$ cat src/rtl/instr_encoder.sv
// Streaming RISC-V instruction encoder: packs I-ALU/I-load/S/SB fields into a 32-bit word, range-checks
// the immediate and tags each word with a byte address. Optional ENC_SHIFT_CHECK_EN validates shift amounts.
module instr_encoder #(
  parameter int ADDR_W    = 10,
  parameter int BASE_ADDR = 0,
  parameter int ERR_W     = 8
) (
  input  logic              clk,
  input  logic              rst,
  input  logic              in_valid,
  output logic              in_ready,
  input  logic [1:0]        in_fmt,
  input  logic [2:0]        in_funct3,
  input  logic [4:0]        in_rd,
  input  logic [4:0]        in_rs1,
  input  logic [4:0]        in_rs2,
  input  logic [31:0]       in_imm,
  input  logic              in_last,
  output logic              out_valid,
  input  logic              out_ready,
  output logic [31:0]       out_instr,
  output logic [ADDR_W-1:0] out_addr,
  output logic              out_err,
  output logic              out_last,
  output logic              done,
  output logic [ERR_W-1:0]  err_count
);

  localparam logic [ADDR_W-1:0] BASE     = ADDR_W'(BASE_ADDR);
  localparam logic [ADDR_W-1:0] STEP     = ADDR_W'(4);
  localparam logic [ERR_W-1:0]  ERR_MAX  = {ERR_W{1'b1}};
  localparam logic [31:0]       NOP      = 32'h0000_0013;
  localparam logic [6:0]        OP_IALU  = 7'b0010011;
  localparam logic [6:0]        OP_ILOAD = 7'b0000011;
  localparam logic [6:0]        OP_S     = 7'b0100011;
  localparam logic [6:0]        OP_SB    = 7'b1100011;

  logic              r_valid;
  logic [31:0]       r_instr;
  logic [ADDR_W-1:0] r_addr;
  logic              r_err;
  logic              r_last;
  logic              r_done;
  logic [ERR_W-1:0]  r_err_cnt;
  logic [ADDR_W-1:0] r_addr_cnt;

  logic              w_in_hs;
  logic              w_out_hs;
  logic              w_fits12;
  logic              w_fits13_even;
  logic              w_range_ok;
  logic              w_imm_ok;
  logic [31:0]       w_enc;
  logic [31:0]       w_word;

  assign in_ready  = !r_valid || out_ready;
  assign w_in_hs   = in_valid && in_ready;
  assign w_out_hs  = r_valid && out_ready;

  // Sign-extension tests: the upper bits must all equal the field's sign bit.
  assign w_fits12      = (in_imm[31:11] == {21{in_imm[11]}});
  assign w_fits13_even = (in_imm[31:12] == {20{in_imm[12]}}) && !in_imm[0];
  assign w_range_ok    = (in_fmt == 2'd3) ? w_fits13_even : w_fits12;

`ifdef ENC_SHIFT_CHECK_EN
  logic w_is_shift;
  logic w_shamt_ok;

  assign w_is_shift = (in_fmt == 2'd0) && ((in_funct3 == 3'b001) || (in_funct3 == 3'b101));
  assign w_shamt_ok = (in_imm[31:12] == 20'd0) &&
                      ((in_imm[11:5] == 7'b0000000) ||
                       ((in_funct3 == 3'b101) && (in_imm[11:5] == 7'b0100000)));
  assign w_imm_ok   = w_is_shift ? w_shamt_ok : w_range_ok;
`else
  assign w_imm_ok   = w_range_ok;
`endif

  always_comb begin
    w_enc = NOP;
    case (in_fmt)
      2'd0: w_enc = {in_imm[11:0], in_rs1, in_funct3, in_rd, OP_IALU};
      2'd1: w_enc = {in_imm[11:0], in_rs1, in_funct3, in_rd, OP_ILOAD};
      2'd2: w_enc = {in_imm[11:5], in_rs2, in_rs1, in_funct3, in_imm[4:0], OP_S};
      default: w_enc = {in_imm[12], in_imm[10:5], in_rs2, in_rs1, in_funct3,
                        in_imm[4:1], in_imm[11], OP_SB};
    endcase
  end

  assign w_word = w_imm_ok ? w_enc : NOP;

  // Output register: a new word may load in the same cycle the old one drains.
  always_ff @(posedge clk) begin
    if (rst) begin
      r_valid    <= 1'b0;
      r_instr    <= 32'd0;
      r_addr     <= BASE;
      r_err      <= 1'b0;
      r_last     <= 1'b0;
      r_done     <= 1'b0;
      r_err_cnt  <= '0;
      r_addr_cnt <= BASE;
    end else begin
      r_done <= w_out_hs && r_last;
      if (w_out_hs && r_err && (r_err_cnt != ERR_MAX)) begin
        r_err_cnt <= r_err_cnt + 1'b1;
      end
      if (w_in_hs) begin
        r_valid    <= 1'b1;
        r_instr    <= w_word;
        r_addr     <= r_addr_cnt;
        r_err      <= !w_imm_ok;
        r_last     <= in_last;
        r_addr_cnt <= in_last ? BASE : (r_addr_cnt + STEP);
      end else if (w_out_hs) begin
        r_valid <= 1'b0;
      end
    end
  end

  assign out_valid = r_valid;
  assign out_instr = r_instr;
  assign out_addr  = r_addr;
  assign out_err   = r_err;
  assign out_last  = r_last;
  assign done      = r_done;
  assign err_count = r_err_cnt;

endmodule

$ cat config.mk
export PLATFORM = sky130hd
export DESIGN_NAME = instr_encoder
export DESIGN_NICKNAME = d
export VERILOG_FILES = /design/src/rtl/instr_encoder.sv
export SDC_FILE = /design/constraint.sdc
export NUM_CORES = 1
export LEC_CHECK = 0
export BUFFER_PORTS_ARGS = -buffer_cell sky130_fd_sc_hd__buf_2
export CAP_MARGIN = 25
export CORE_ASPECT_RATIO = 0.5
export CORE_UTILIZATION = 40
export CTS_CLUSTER_DIAMETER = 150
export DETAILED_ROUTE_END_ITERATION = 6
export HOLD_SLACK_MARGIN = 0.02
export MAX_ROUTING_LAYER = met4
export PLACE_DENSITY = 0.74
export SLEW_MARGIN = 20
export SYNTH_ARGS = -nofsm -noshare
export SYNTH_HDL_FRONTEND = slang
export SYNTH_SLANG_ARGS = --single-unit
export TNS_END_PERCENT = 100
$ cat constraint.sdc
create_clock -name clk -period 4.2 [get_ports clk]
set_clock_uncertainty 0.2 [all_clocks]
set_input_delay 0.21 -clock clk [delete_from_list [all_inputs] [get_ports clk]]
set_output_delay 0.21 -clock clk [all_outputs]
set_load 0.01 [all_outputs]
==> results of run 1 <==
-- placed cells by master (no fill, tap or decap), types with 5 or more instances in the layout --
cell / synthesis / layout
dlygate4sd3_1: 0 / 16
mux2i_1: 12 / 12
o21ai_0: 13 / 13
xnor2_1: 6 / 6
nor2_1: 22 / 22
o31ai_2: 8 / 8
xor2_1: 6 / 6
nand2_1: 62 / 62
o31a_1: 11 / 11
nor3_1: 7 / 7
buf_2: 1 / 107
clkbuf_16: 0 / 9
inv_1: 6 / 6
nand3_1: 19 / 19
a21oi_1: 15 / 15
nand4_1: 5 / 5
dfxtp_1: 57 / 57
-- layout make-up --
| cell class | instances | share of cell area [%] |
|---|---|---|
| Tap cell | 88 | 2.96 |
| Multi-Input combinational cell | 233 | 39.1 |
| Clock inverter | 4 | 1.21 |
| Sequential cell | 57 | 30.7 |
| Inverter | 6 | 0.606 |
| Clock buffer | 11 | 6.26 |
| Timing Repair Buffer | 125 | 19.1 |
-- flip-flops by register name, summed over array words and instances (netlist names) --
name / cells
out_instr: 29
out_last: 1
r_addr_cnt: 8
out_valid: 1
done: 1
out_addr: 8
out_err: 1
err_count: 8
-- through the flow --
step / hold WS (ns) / instances / power (mW) / cell area, µm² / util (%)
6_report: 0.0177 / 524 / 1.34 / 3720 / 58.7
4_1_cts: 0.0224 / 524 / 1.35 / 3720 / 58.7
3_5_place_dp: 0.244 / 493 / 0.665 / 3280 / 51.8
3_3_place_gp: 0.237 / 493 / 0.664 / 3280 / 51.8
5_1_grt: 0.0317 / 524 / 1.39 / 3720 / 58.7
2_1_floorplan: 0.139 / 321 / 0.622 / 2740 / -
-- worst max-delay path by stage --
| stage | start | to | slack [ns] | cells past startpoint |
|---|---|---|---|---|
| after floorplan | in_imm[17] | out_instr[9]$_SDFFE_PP0P_ | 2.07 | 6 |
| after global routing | out_ready | out_instr[4]$_SDFFE_PP0P_ | 1.0 | 7 |
| after CTS | out_ready | out_instr[4]$_SDFFE_PP0P_ | 1.18 | 7 |
| after detailed placement | out_valid$_SDFFE_PP0P_ | out_instr[4]$_SDFFE_PP0P_ | 1.35 | 5 |
| final | out_ready | out_instr[4]$_SDFFE_PP0P_ | 1.14 | 7 |
| after global placement | out_valid$_SDFFE_PP0P_ | out_instr[4]$_SDFFE_PP0P_ | 1.42 | 5 |
-- cell families after synthesis --
kind of cell | count (synthesis) | synth area share [%]
compound gates | 69 | 20.6
xor+xnor | 12 | 3.85
fa+ha+maj | 2 | 0.917
buf+inv | 31 | 5.27
flops | 57 | 41.8
mux | 12 | 4.40
other cells | 1 | 0.137
simple gates | 134 | 23.0
-- metal layers --
layer | share of wire [%] | track usage, % | vias to the layer above | routed length, µm
li1 | - | - | 1347 | -
met1 | 46 | 23.9 | 1218 | 3200
met3 | 5.0 | 4.70 | 14 | 347
met5 | 0 | - | - | 0
met4 | 1.8 | 7.78 | 0 | 127
met2 | 47 | 32.3 | 82 | 3210
-- power breakdown --
group | internal, mW | switching [mW] | total (mW)
clock | 0.451 | 0.225 | 0.676
combinational | 0.0498 | 0.0649 | 0.115
sequential | 0.547 | 0.00453 | 0.552
total | 1.05 | 0.294 | 1.34
-- repair_timing --
action                                  CTS  global route
hold buffers                             16             0
hold endpoints to repair                 17             0
endpoints found under the setup margin    0             0
gates resized for setup                   0             0
-- critical path, stage by stage --
cell	delay [ns]
dlygate4sd3_1	0.54
buf_2	0.14
or2b_2	0.32
and2_1	0.42
o2111ai_2	0.43
a2bb2oi_2	0.72
o221a_2	0.33
==> flow_summary.toml, run 1 <==
[timing]
tns_ns = 0
min_period_over_period_pct = 73.0
timing.fmax_mhz = 326
period_needed_ns = 3.06
maxSlewHeadroom_pct = 40.8
setup_viol_count_final = 0
final.setup.worst_slack_ns = 1.14
tightest_slew_ns = 0.887
slew_violations = 0
hold_violations = 0
rsz0062_at_grt = "no"

[synthesis]
yosysTopAreaCell = "dfxtp_1"
ys_top_cells_by_count = "nand2_1 (62), dfxtp_1 (57), nor2_1 (22), nand3_1 (19), clkbuf_1 (18)"
synth_area_leaders = "dfxtp_1 (42%), nand2_1 (8.5%), mux2i_1 (4.4%)"
ys_seq_area_share_pct = 41.8
yosys.cell_count.top_type = "nand2_1"
ys_types = 48
yosys_most_used_dff = "dfxtp_1"
ys_seq_elements = 57
netlist_instances = 318
synth_top_area_share_pct = 41.8
synth_edf_count = 0
ys_async_sr_fraction_pct = 0
synth.avg_cell_area_um2 = 8.58
yosysWarnings = 0
netlist_area_um2 = 2730

[flow_run]
maxCapViolCount = 0

[worst_setup_path]
crit_arrival_ns = 3.12
timing.rr.end = "out_instr[4]$_SDFFE_PP0P_"
cp_data_required_time_ns = 4.26
worstSetupPathType = "input pin to flip-flop"
r2r-start = "out_valid$_SDFFE_PP0P_"
crit_path_start_kind = "input pin"
end_kind = "flip-flop"
cp_max_fo = 21
reg2regPathDepth = 5
reg2reg_slack_ns = 1.33

[detailed_routing]
via_per_inst = 5.08
dr.pass1.iters = 4
drtIter0Drc = 108
vias = 2661
ant_nets = 0
wire_per_inst_um = 13.1
drt_wl_total_mm = 6.89
drc_errors = 0

[global_routing]
track_usage_pct = 19.7
grt_remaining_overflow = 0
grt_pass1_vias = 2371
grt_max_degree = 40
grt_pass1_wl_mm = 10.8
antenna_found_initial = 0

[die]
die_h_um = 60.4
core_area_um2 = 6330
std_cell_rows = 20
pin_count = 112
fp.dieW_um = 119
die_area_um2 = 7170
initial_core_util_pct = 43.1

[place]
place_ws_ns = 1.35
portBuffers = 107
gp_congestion = 0.816
post-dp-hpwl_mm = 4.73

[hold_path]
hold_depth = 3
holdCritPathClass = "input pin to flip-flop"
min-delay-start = "in_imm[5]"
hold_path_end = "out_instr[25]$_SDFFE_PP0P_"

[cts]
cts_setup_buffers = 0
clock_sinks = 57
cts_made_buffers = 9
worst_skew_pair.late_latency_ns = 0.31
clk_pin_slew_ns = 0.05
h-tree-depth = 3
cts_max_path_buffers = 2
root_buffer = "clkbuf_16"
tritoncts = "built"

[finish]
area_growth_pct = 36.2
drive_gt1_share_pct = 32.8
fillers = 607
regArea_um2 = 1140
diodes = 0
nets = 491
multi_input_area_um2 = 1450

[pwr]
irDropWorstVdd_mv = 0.206
power.density_nw_per_um2 = 361
cellLeakagePower_nw = 1.63

[outcome]
run_status = "finished clean"
(Power assumes the default switching activity.)
==> run 2, diff against run 1 <==
ABC_AREA = 1   (was not set)
PLACE_DENSITY = 0.75   (was 0.74)
clock period = 3.1 ns   (was 4.2 ns; I/O delays follow)
==> run 2 against run 1 <==
  * Worst setup slack worse by 0.42 ns
  * Sequential power is 37% higher
  * Wire length is 3.0% higher
  * Count of clock-buffer cells in the layout is 1 lower
  * Synthesized cell count is 21% higher
  * Combinational power is 62% higher
  * Global-route usage is 2.0 points higher
  * Total power is 46% higher
  * Final cell count is 15% higher
  * Register-to-register slack worse by 0.43 ns
  * Via count is 7.3% higher
  * Critical endpoint is now out_last$_SDFFE_PP0P_
==> flow_summary.toml, run 2 <==
[worst_setup_path]
path_delay_family = "buffers and inverters"
cp_max_fo = 24
crit_arrival_ns = 2.42
critical_path_buf_inv_count = 5
cp_num_cells = 7
crit_path_start_kind = "input pin"
worstSetupPathType = "input pin to flip-flop"
cp_slowest_stage_delay_ns = 0.53
cp_data_required_time_ns = 3.14
end_kind = "flip-flop"
cp_slowest_cell = "dlygate4sd3_1"
reg2regPathDepth = 4
crit_chain = "dlygate4sd3_1 -> buf_2 -> inv_1 -> a21oi_4 -> clkinv_1 -> buf_4 -> a211oi_1"

[cts]
tritoncts = "built"
cts_max_path_buffers = 2
clock_sinks = 57
cts_setup_buffers = 0
worst_skew_pair.late_latency_ns = 0.33
cts_made_buffers = 9
h-tree-depth = 3
clk_pin_slew_ns = 0.05
root_buffer = "clkbuf_16"

[pwr]
total_power_mw = 1.96
irDropWorstVdd_mv = 0.294
power.density_nw_per_um2 = 524
cellLeakagePower_nw = 1.70

[synthesis]
netlist_instances = 384
synth.avg_cell_area_um2 = 6.94
ys_seq_area_share_pct = 42.8
ys_types = 33
netlist_area_um2 = 2670
synth_area_leaders = "dfxtp_1 (43%), nand2_1 (13%), a21oi_1 (9.4%)"
synth_edf_count = 0
yosysWarnings = 0
ys_top_cells_by_count = "nand2_1 (92), dfxtp_1 (57), a21oi_1 (50), nor2_1 (47), nand3_1 (33)"
ys_seq_elements = 57
yosys.cell_count.top_type = "nand2_1"
ys_async_sr_fraction_pct = 0
yosysTopAreaCell = "dfxtp_1"
yosys_most_used_dff = "dfxtp_1"
synth_top_area_share_pct = 42.8

[detailed_routing]
drc_errors = 0
drt_wl_total_mm = 7.10
via_per_inst = 4.76
wire_per_inst_um = 11.8
ant_nets = 0
vias = 2854
drtIter0Drc = 180
dr.pass1.iters = 4

[place]
portBuffers = 107
post-dp-hpwl_mm = 4.65
gp_congestion = 0.826

[timing]
hold_violations = 0
timing.fmax_mhz = 419
min_period_over_period_pct = 76.9
rsz0062_at_grt = "no"
tns_ns = 0
slew_violations = 0
maxSlewHeadroom_pct = 61.3
period_needed_ns = 2.39
tightest_slew_ns = 0.579
setup_viol_count_final = 0

[flow_run]
maxCapViolCount = 0

[finish]
largest_reg_flops = 29
nets = 566
fillers = 581
layout_commonest_cell = "buf_2"
diodes = 0
drive_gt1_share_pct = 26.4
final_cell_mix = "buf_2 (107), nand2_1 (92), dfxtp_1 (57)"
area_growth_pct = 40.7

[outcome]
run_status = "finished clean"

[global_routing]
track_usage_pct = 21.6
grt_pass1_vias = 2572
grt_remaining_overflow = 0
grt_max_degree = 37
antenna_found_initial = 0
grt_pass1_wl_mm = 11.4

[die]
die_h_um = 59.7
std_cell_rows = 20
core_area_um2 = 6260
initial_core_util_pct = 42.6
pin_count = 112
fp.dieW_um = 117
die_area_um2 = 7010

[hold_path]
holdCritPathClass = "input pin to flip-flop"
hold_depth = 5
## run 2: cell count changes in the layout (fill, tap and decap cells not counted), moves of 11 or more
cell,change
nand2_1,+30
nor2_1,+25
o31a_1,-11
inv_1,+20
nand3_1,+14
mux2i_1,-12
o21ai_0,+12
a21oi_1,+34
## run 2: tightest hold or removal path, delay by kind of cell
kind                   cells  cell delay (ns)
AOI/OAI and AO/OA          2             0.12
buffers and inverters      1             0.10
and+or+nand+nor            2             0.13
## run 2: logic make-up (layout without fill, tap and decap cells)
group	after synthesis	in the layout	synth area share [%]
xor gates and xnor gates	3	3	0.986
buffers and inverters	50	175	8.78
other	1	4	0.141
AOI/OAI and AO/OA	79	79	15.4
DFF	57	57	42.8
muxes	2	2	0.845
and+or+nand+nor	190	190	30.1
adders and majority gates	2	2	0.939
## run 2: timing repair
| item | 4_1_cts | 5_1_grt |
|---|---|---|
| hold endpoints to repair | 20 | 0 |
| hold buffers | 21 | 0 |
| gates resized for setup | 0 | 0 |
## run 2: final cells by class
class	instances	area, µm²	area share, %
clock buffers	10	229	6.11
clock inverters	6	82.6	2.20
inverters	28	105	2.80
multi-input cells	280	1310	35.0
flip-flops and latches	57	1140	30.4
well taps	88	110	2.94
repair buffers	131	768	20.5
## run 2: final timing paths
check                            start                    endpoint  slack (ns)
max                          out_ready       out_last$_SDFFE_PP0P_        0.71
min                          in_rs2[2]  out_instr[22]$_SDFFE_PP0P_        0.03
max reg2reg     out_valid$_SDFFE_PP0P_       out_last$_SDFFE_PP0P_        0.90
min reg2reg  out_instr[5]$_SDFFE_PP0P_   out_instr[5]$_SDFFE_PP0P_        0.26
## run 2: stage by stage
stage / hold WS, ns / worst slack (ns) / std cells / utilization, % / cell area [µm²]
global placement: 0.228 / 0.975 / 563 / 51.6 / 3230
finish: 0.0281 / 0.715 / 600 / 59.9 / 3750
global route: 0.0681 / 0.469 / 600 / 59.9 / 3750
CTS: 0.0226 / 0.752 / 600 / 59.9 / 3750
floorplan: 0.0980 / 1.52 / 387 / - / 2680
detailed placement: 0.232 / 0.904 / 563 / 51.6 / 3230
## run 2: per-layer routing
metal	GRT usage (%)	up-vias	part of all wire, %
li1	-	1492	-
met4	9.09	0	2.4
met5	-	-	0
met2	36.4	76	49
met3	7.35	15	4.8
met1	24.1	1271	43
## run 2: report_power, final
part / switching, mW / internal (mW) / total, mW / leakage (nW)
Combinational: 0.106 / 0.0805 / 0.186 / 1.08
Clock: 0.324 / 0.697 / 1.02 / 0.152
Sequential: 0.00799 / 0.748 / 0.756 / 0.462
Total: 0.438 / 1.53 / 1.96 / 1.70
==> run 3, diff against run 2 <==
clock period = 2.4 ns   (was 3.1 ns; I/O delays follow)
==> run 3 against run 2 <==
  * Sequential share of layout area down 0.85 points
  * Final cell count up 2.2%
  * Sequential power up 29%
  * Global-route usage up 0.26 points
  * Register-to-register slack worse by 0.28 ns
  * Critical path depth up 3
  * Critical path type unchanged
  * Flip-flop and latch count unchanged
==> flow_summary.toml, run 3 (same netlist as run 2, synthesis figures left out) <==
[die]
die_h_um = 59.7
fp.dieW_um = 117
pin_count = 112
die_area_um2 = 7010
initial_core_util_pct = 42.6
std_cell_rows = 20
core_area_um2 = 6260

[pwr]
p_clk_share_pct = 49.7
sw_frac_of_total_pct = 23.1
comb_power_share_pct = 10.7
p_int_mw = 1.89
switching_power_mw = 0.569
power.density_nw_per_um2 = 639
irDropWorstVdd_mv = 0.353
pwr-share-seq_pct = 39.7
cellLeakagePower_nw = 1.75
total_power_mw = 2.46

[flow_run]
maxCapViolCount = 0

[place]
gp_congestion = 0.818
place_ws_ns = 0.551
portBuffers = 107
post-dp-hpwl_mm = 4.67

[worst_setup_path]
crit_arrival_ns = 1.90
worstSetupPathType = "input pin to flip-flop"
cp_max_fo = 21
crit_chain = "dlygate4sd3_1 -> buf_2 -> inv_1 -> a21oi_4 -> clkinv_1 -> buf_4 -> o21ai_0 -> inv_1 -> o21ai_0 -> a21oi_1"
cp_data_required_time_ns = 2.41
cp_slowest_cell = "dlygate4sd3_1"
crit_path_start_kind = "input pin"
cp_slowest_stage_delay_ns = 0.52
end_kind = "flip-flop"

[finish]
regArea_um2 = 1140
largest_reg_flops = 29
area_growth_pct = 44.7
multi_input_area_um2 = 1310
fillers = 563
layout_commonest_cell = "buf_2"
final_cell_mix = "buf_2 (107), nand2_1 (92), dfxtp_1 (57)"
diodes = 0
nets = 579
drive_gt1_share_pct = 26.1

[timing]
timing.fmax_mhz = 529
min_period_over_period_pct = 78.8
rsz0062_at_grt = "no"
period_needed_ns = 1.89
slew_violations = 0
final.setup.worst_slack_ns = 0.509
setup_viol_count_final = 0
tns_ns = 0
hold_violations = 0

[detailed_routing]
dr.pass1.iters = 5
drt_wl_total_mm = 7.49
ant_nets = 0
vias = 3005
drc_errors = 0
drtIter0Drc = 186
wire_per_inst_um = 12.2
via_per_inst = 4.90

[cts]
clk_pin_slew_ns = 0.05
tritoncts = "built"
cts_max_path_buffers = 2
h-tree-depth = 3
cts_made_buffers = 9
root_buffer = "clkbuf_16"
worst_skew_pair.late_latency_ns = 0.32
clock_sinks = 57

[hold_path]
holdCritPathClass = "input pin to flip-flop"

[global_routing]
grt_pass1_vias = 2689
grt_remaining_overflow = 0
antenna_found_initial = 0
grt_pass1_wl_mm = 11.6
grt_max_degree = 37
track_usage_pct = 21.9

[outcome]
run_status = "finished clean"
[run 3: cell types whose count changed in the layout (fill, tap and decap cells not counted)]
cell,previous run,this run
clkbuf_8,0,4
bufinv_16,2,0
buf_4,3,5
clkinvlp_4,1,0
dlygate4sd3_1,21,32
clkinv_2,3,2
[run 3: repair_timing]
item | in CTS | in global routing
hold endpoints to repair | 28 | 0
setup endpoints to repair | 0 | 0
setup buffers | 0 | 0
gates resized for setup | 0 | 0
hold buffers | 32 | 0
[run 3: worst max-delay path: cells and delay by family]
kind	cells	cell delay [ns]
AO/OA/AOI/OAI	4	0.60
buffers and inverters	6	1.18
[run 3: cell type report]
class,count,share of cell area (%)
tap,88,2.86
clock buffer,14,7.37
multi-input combinational,280,34.0
sequential,57,29.6
clock inverter,2,0.260
inverter,28,2.73
timing repair buffer,144,23.2
[run 3: path summary, 6_finish.rpt]
kind / startpoint / endpoint / slack, ns / depth (start not counted)
min: in_rd[4] / out_instr[11]$_SDFFE_PP0P_ / 0.02 / 4
max: out_ready / r_addr_cnt[8]$_SDFFE_PP0P_ / 0.51 / 10
min reg2reg: out_instr[15]$_SDFFE_PP0P_ / out_instr[15]$_SDFFE_PP0P_ / 0.26 / 2
max reg2reg: out_valid$_SDFFE_PP0P_ / r_addr_cnt[8]$_SDFFE_PP0P_ / 0.62 / 7
[run 3: per-stage QoR]
stage                     cell area, µm²  instances  util [%]  hold slack [ns]
final                               3860        613      61.6           0.0221
after global routing                3860        613      61.6           0.0436
after CTS                           3860        613      61.6           0.0208
after detailed placement            3240        565      51.8            0.196
after global placement              3240        565      51.8            0.190
after floorplan                     2680        387         -           0.0630
[run 3: metal layers]
layer  track usage (%)  part of all wire, %  wire (µm)
met5                 -                    0          0
met3              6.20                  5.6        421
met4              13.4                  3.4        253
met1              23.6                   42       3170
met2              37.2                   49       3650
[run 3: power groups by stage]
stage	logic [mW]	registers [mW]	clock network, mW
after detailed placement	0.213	0.995	0
after CTS	0.259	0.976	1.24
final	0.263	0.976	1.22
after global routing	0.289	0.977	1.28
after floorplan	0.115	1.00	0
after global placement	0.213	0.995	0
